`src/rtl/packer_rr_arbiter_pkg.sv`:
```
// packer_pkg: shared sizing constants and FSM state type for the packer arbiter.
package packer_pkg;
    localparam int N_REQ   = 4;
    localparam int DATA_W  = 8;
    localparam int BEATS   = 4;
    localparam int LANE_W  = (N_REQ > 1) ? $clog2(N_REQ) : 1;
    localparam int PHASE_W = (BEATS > 1) ? $clog2(BEATS) : 1;
    typedef enum logic {IDLE, BURST} state_t;
endpackage

```
`src/rtl/packer_rr_arbiter_picker.sv`:
```
// rr_priority_picker: combinational round-robin search from a start pointer, wrapping modulo N_REQ.
module rr_priority_picker #(
    parameter int N_REQ  = 4,
    parameter int LANE_W = 2
) (
    input  logic [N_REQ-1:0]  req,
    input  logic [LANE_W-1:0] start,
    output logic              found,
    output logic [LANE_W-1:0] index
);
    always_comb begin
        int j;
        logic [LANE_W-1:0] idx;
        found = 1'b0;
        index = '0;
        j = 0;
        idx = '0;
        // Walk offsets from farthest to nearest so the closest hit is the last one written.
        for (int k = N_REQ - 1; k >= 0; k--) begin
            j = int'(start) + k;
            if (j >= N_REQ) j -= N_REQ;
            idx = LANE_W'(j);
            if (req[idx]) begin
                found = 1'b1;
                index = idx;
            end
        end
    end
endmodule

```
`src/rtl/packer_rr_arbiter.sv`:
```
// packer_rr_arbiter: round-robin grant of one requester per word slot onto the shared byte packer bus.
module packer_rr_arbiter
    import packer_pkg::state_t, packer_pkg::IDLE, packer_pkg::BURST;
#(
    parameter int N_REQ  = packer_pkg::N_REQ,
    parameter int DATA_W = packer_pkg::DATA_W,
    parameter int BEATS  = packer_pkg::BEATS,
    localparam int LANE_W  = (N_REQ > 1) ? $clog2(N_REQ) : 1,
    localparam int PHASE_W = (BEATS > 1) ? $clog2(BEATS) : 1
) (
    input  logic                      clk_4f,
    input  logic                      reset,
    input  logic [N_REQ-1:0]          req_valid,
    input  logic [N_REQ*DATA_W-1:0]   req_data,
    output logic [N_REQ-1:0]          req_ready,
    output logic [DATA_W-1:0]         bus_data,
    output logic                      bus_valid,
    output logic [LANE_W-1:0]         bus_lane,
    output logic                      bus_first,
    output logic                      bus_last,
    output logic [PHASE_W-1:0]        phase,
    output logic                      err_abort
);
    state_t            state;
    logic [LANE_W-1:0] grant, last_grant, start, winner;
    logic              found, last_beat, accept, drop;
    logic [DATA_W-1:0] lane_byte [N_REQ];

    for (genvar i = 0; i < N_REQ; i++) begin : g_lane
        assign lane_byte[i] = req_data[i*DATA_W +: DATA_W];
    end

    assign last_beat = phase == PHASE_W'(BEATS - 1);
    assign start     = (last_grant == LANE_W'(N_REQ - 1)) ? '0 : last_grant + 1'b1;
    assign accept    = state == BURST && req_valid[grant] && req_ready[grant];
    assign drop      = state == BURST && !req_valid[grant];

    rr_priority_picker #(.N_REQ(N_REQ), .LANE_W(LANE_W)) u_pick (
        .req   (req_valid),
        .start (start),
        .found (found),
        .index (winner)
    );

    always_ff @(posedge clk_4f) begin
        if (reset) begin
            state      <= IDLE;
            grant      <= '0;
            last_grant <= LANE_W'(N_REQ - 1);
            phase      <= '0;
            req_ready  <= '0;
            bus_data   <= '0;
            bus_valid  <= 1'b0;
            bus_lane   <= '0;
            bus_first  <= 1'b0;
            bus_last   <= 1'b0;
            err_abort  <= 1'b0;
        end else begin
            phase     <= last_beat ? '0 : phase + 1'b1;
            err_abort <= drop;
            bus_valid <= accept;
            bus_data  <= accept ? lane_byte[grant] : '0;
            bus_lane  <= accept ? grant : '0;
            bus_first <= accept && phase == '0;
            bus_last  <= accept && last_beat;
            // Slot boundary: arbitrate even if the current owner just aborted.
            if (last_beat) begin
                state     <= found ? BURST : IDLE;
                req_ready <= found ? (N_REQ'(1) << winner) : '0;
                if (found) begin
                    grant      <= winner;
                    last_grant <= winner;
                end
            end else if (drop) begin
                state     <= IDLE;
                req_ready <= '0;
            end
        end
    end
endmodule

```
`config.mk`:
```
export PLATFORM = sky130hd
export DESIGN_NAME = packer_rr_arbiter
export DESIGN_NICKNAME = d
export VERILOG_FILES = /design/src/rtl/packer_rr_arbiter_pkg.sv /design/src/rtl/packer_rr_arbiter_picker.sv /design/src/rtl/packer_rr_arbiter.sv
export SDC_FILE = /design/constraint.sdc
export NUM_CORES = 1
export LEC_CHECK = 0
export CAP_MARGIN = 30
export CORE_MARGIN = 3
export CORE_UTILIZATION = 25
export DETAILED_ROUTE_END_ITERATION = 10
export GPL_TIMING_DRIVEN = 1
export PLACE_DENSITY = 0.52
export SLEW_MARGIN = 20
export SYNTH_ARGS = -nofsm -noshare
export SYNTH_HDL_FRONTEND = slang
export SYNTH_SLANG_ARGS = --single-unit
```
`constraint.sdc`:
```
create_clock -name clk_4f -period 2.6 [get_ports clk_4f]
set_input_delay 0.39 -clock clk_4f [delete_from_list [all_inputs] [get_ports clk_4f]]
set_output_delay 0.39 -clock clk_4f [all_outputs]
set_load 0.02 [all_outputs]
```
==> summary.txt <==
Worst hold path
  • Worst Hold End: req_ready[2]
  • Hold Crit Depth: 2
  • Hold_sp: req_ready[2]
  • Hold WC Path Type: flip-flop to flip-flop

Global routing
  • Largest net degree at the start of global routing: 15
  • Total grt overflow: 0
  • Vias in the first global route: 1271
  • First-pass GRT wire length: 6160 µm
  • Initial antenna violation count: 0
  • All-layer global routing usage: between 10% and 20%

Layout
  • Layout Nets: 233
  • Register area: 500 µm²
  • Area delta synth->final: 51.3%
  • Multi-input gate area: 764 µm²
  • Diode count: 0
  • # fillers: between 500 and 600
  • Layout cell share with drive strength beyond 1: 13.7%

Detailed routing
  • DRT Pass-1 Iters: 4
  • Met2 wire len: roughly 1600 µm
  • Final wirelength: 3640 µm
  • DRC: 0
  • Wl on met1: 1570 µm
  • ANT nets after route: 0
  • Via-to-Cell Ratio: 4.94
  • Routed len/inst: ~14 µm
  • Detailed Route Iter0 Violations: between 60 and 70
  • DR vias: between 1000 and 1500
  • Top Metal Used: met4
  • Met3 wire length: roughly 430 µm

Setup path
  • Cells along the critical path: buf_4 -> ha_1 -> nor2_1 -> o21ai_0 -> and4_1 -> nor3_1 -> nor2_1 -> a32o_1
  • Top cell by count, worst path: nor2_1
  • CP Depth: 8
  • Worst path max stage delay: 0.33 ns
  • Worst r2r src: last_grant[0]
  • Critical path endpoint category: flip-flop
  • Family with the most delay on the worst path: simple AND/OR/NAND/NOR gates
  • Crit path DAT: 2.35 ns
  • CP Launch Type: flip-flop
  • CP max stage cell: ha_1
  • Worst path bufs/invs: 1
  • RR Endpoint: req_ready[3]
  • Critical path required time: 2.77 ns
  • Reg2reg path depth: 8
  • Crit Path Category: flip-flop to flip-flop
  • R2r setup slk: between 0.4 and 0.5 ns
  • CP max FO: 12

Die
  • Die Wd: 79.2 µm
  • Die Area: 6280 µm²
  • IO Pins: 58
  • Core box area: 5140 µm²
  • Die Y: 79.2 µm
  • Starting Density: 26.1%
  • Rows: 26

Clock tree
  • CTS Buf Count: 3
  • Max Root-Sink Buffers: 2
  • Worst-path clk slew: 0.09 ns
  • CTS Hold Bufs: 0
  • CTS Root Cell: clkbuf_8
  • CTS tree: yes
  • Clock tree sinks: 25
  • H-tree levels: 1
  • Setup Fix Bufs, Post-CTS: 0
  • Worst skew pair latency: 0.27 ns
  • CTS resizes: 0

Timing
  • Slew @ Worst Pin: between 0.5 and 0.6 ns
  • TNS Setup: 0 ns
  • Max transition margin: 63.8%
  • Final worst path period share: 83.8%
  • Fmax: approximately 460 MHz
  • RSZ-0062 raised after global routing: false
  • Final setup fails: 0
  • Min cycle time layout: 2.18 ns
  • Worst Clk Skew: 0.00559 ns
  • Slew Limit Fails: 0
  • Final Hold Viols: 0

Run
  • Max cap viols: 0

Placement
  • Gpl congestion: 0.915
  • PortBufs: 57
  • Post-DP HPWL: 2850 µm

Yosys
  • Synth warn: 0
  • Post-synth cell types: 43
  • Synth area leaders: dfxtp_1 37%, mux4_2 17%, nor2b_1 5.6%, ha_1 3.7%, nor2_1 2.5%
  • Syn nets: 175
  • Fraction of registers with async set/reset: 0%
  • Top FF cell, synth: dfxtp_1
  • Synth top area share: 37.3%
  • Avg Inst Size Synth: 10.1 µm²
  • FF+latch count, synth: 25
  • Sequential fraction of the synthesis area: between 30 and 40%
  • Post-Syn Area: 1340 µm²
  • Mapped Cells: 133
  • EDFF count, synth: 0
  • Post-synth top area cell: dfxtp_1

Power and ir drop
  • Peak supply drop: approximately 0.17 mV
  • Tot Pwr: a little over 0.0009 W
  • Leakage power: 0.737 nW
  • PwrDens: 456 nW/µm²

Run status
  • Status: finished clean
-- worst max path at each step --
| stage | startpoint | to | slack (ns) |
|---|---|---|---|
| floorplan | last_grant[0] | req_ready[3] | 0.70 |
| global placement | req_valid[2] | req_ready[3] | 0.42 |
| detailed placement | req_valid[3] | req_ready[3] | 0.34 |
| CTS | last_grant[0] | req_ready[3] | 0.45 |
| global route | last_grant[0] | req_ready[3] | 0.24 |
| finish | last_grant[0] | req_ready[3] | 0.42 |
-- per-stage QoR --
step                cells  hold slack [ns]  cell area, µm²  utilization, %  worst slack, ns
finish                260            0.454            2030            39.5            0.421
global placement      256            0.441            1980            38.6            0.425
global route          260            0.508            2030            39.5            0.240
floorplan             133            0.452            1340               -            0.696
CTS                   260            0.460            2030            39.5            0.445
detailed placement    256            0.447            1980            38.6            0.343
-- logic make-up (layout without fill, tap and decap cells) --
family                     count (synthesis)  after routing  synth area share [%]
adders and majority gates                  4              4                  3.73
AOI/OAI and AO/OA                         29             29                  16.6
muxes                                     10             10                  16.8
DFF                                       25             25                  37.3
buffers and inverters                     17             74                  5.69
xor gates and xnor gates                   1              1                 0.653
and+or+nand+nor                           47             47                  19.2
-- per-layer routing --
metal | vias up | global-route usage [%]
li1 | 600 | -
met1 | 598 | 15.4
met2 | 85 | 20.1
met3 | 2 | 3.74
met4 | 0 | 3.61
met5 | - | 0
-- cell type report --
class	count	area share [%]
repair buffers	60	29.2
well taps	70	4.32
clock buffers	3	2.03
clock inverters	1	0.247
multi-input cells	91	37.7
inverters	10	1.85
flip-flops and latches	25	24.7
-- flip-flops by register name (all words and copies together) (netlist names), 2 cells and up --
signal      cells
grant           2
last_grant      2
bus_data        8
phase           2
bus_lane        2
req_ready       4
-- cell usage after synthesis (2+ instances only) --
| master | count |
|---|---|
| nor2b_1 | 12 |
| mux4_2 | 10 |
| nor3_1 | 6 |
| dfxtp_1 | 25 |
| o21ai_1 | 2 |
| ha_1 | 4 |
| clkbuf_1 | 2 |
| and2_1 | 2 |
| inv_2 | 2 |
| o21ai_0 | 5 |
| nand3_1 | 3 |
| a21oi_1 | 5 |
| inv_1 | 8 |
| buf_2 | 4 |
| nand2_1 | 7 |
| nor2_1 | 9 |
-- cells in the final DEF, fill, tap and decap left out, drive strengths merged, types with 2 or more instances in the layout --
cell type / synthesis / final
nor3b: 2 / 2
mux4: 10 / 10
a21oi: 5 / 5
nand2: 7 / 7
nor2: 10 / 10
buf: 5 / 3
nor3: 6 / 6
and2: 2 / 2
clkdlybuf4s50: 0 / 57
o21ai: 7 / 7
a31oi: 2 / 2
nand3: 3 / 3
clkbuf: 2 / 3
dfxtp: 25 / 25
inv: 10 / 10
a32oi: 2 / 2
a32o: 2 / 2
ha: 4 / 4
nor2b: 12 / 12
-- where the power goes --
part           switching [W]  internal [W]
clock               0.000118      0.000107
combinational       0.000129      0.000155
sequential         0.0000186      0.000398
total               0.000265      0.000660
-- tightest hold or removal path: cells and delay by family (launching register included) --
family | cells | cell delay [ns]
flops | 1 | 0.33
simple gates | 2 | 0.09
Power figures use the tool's default switching activity.
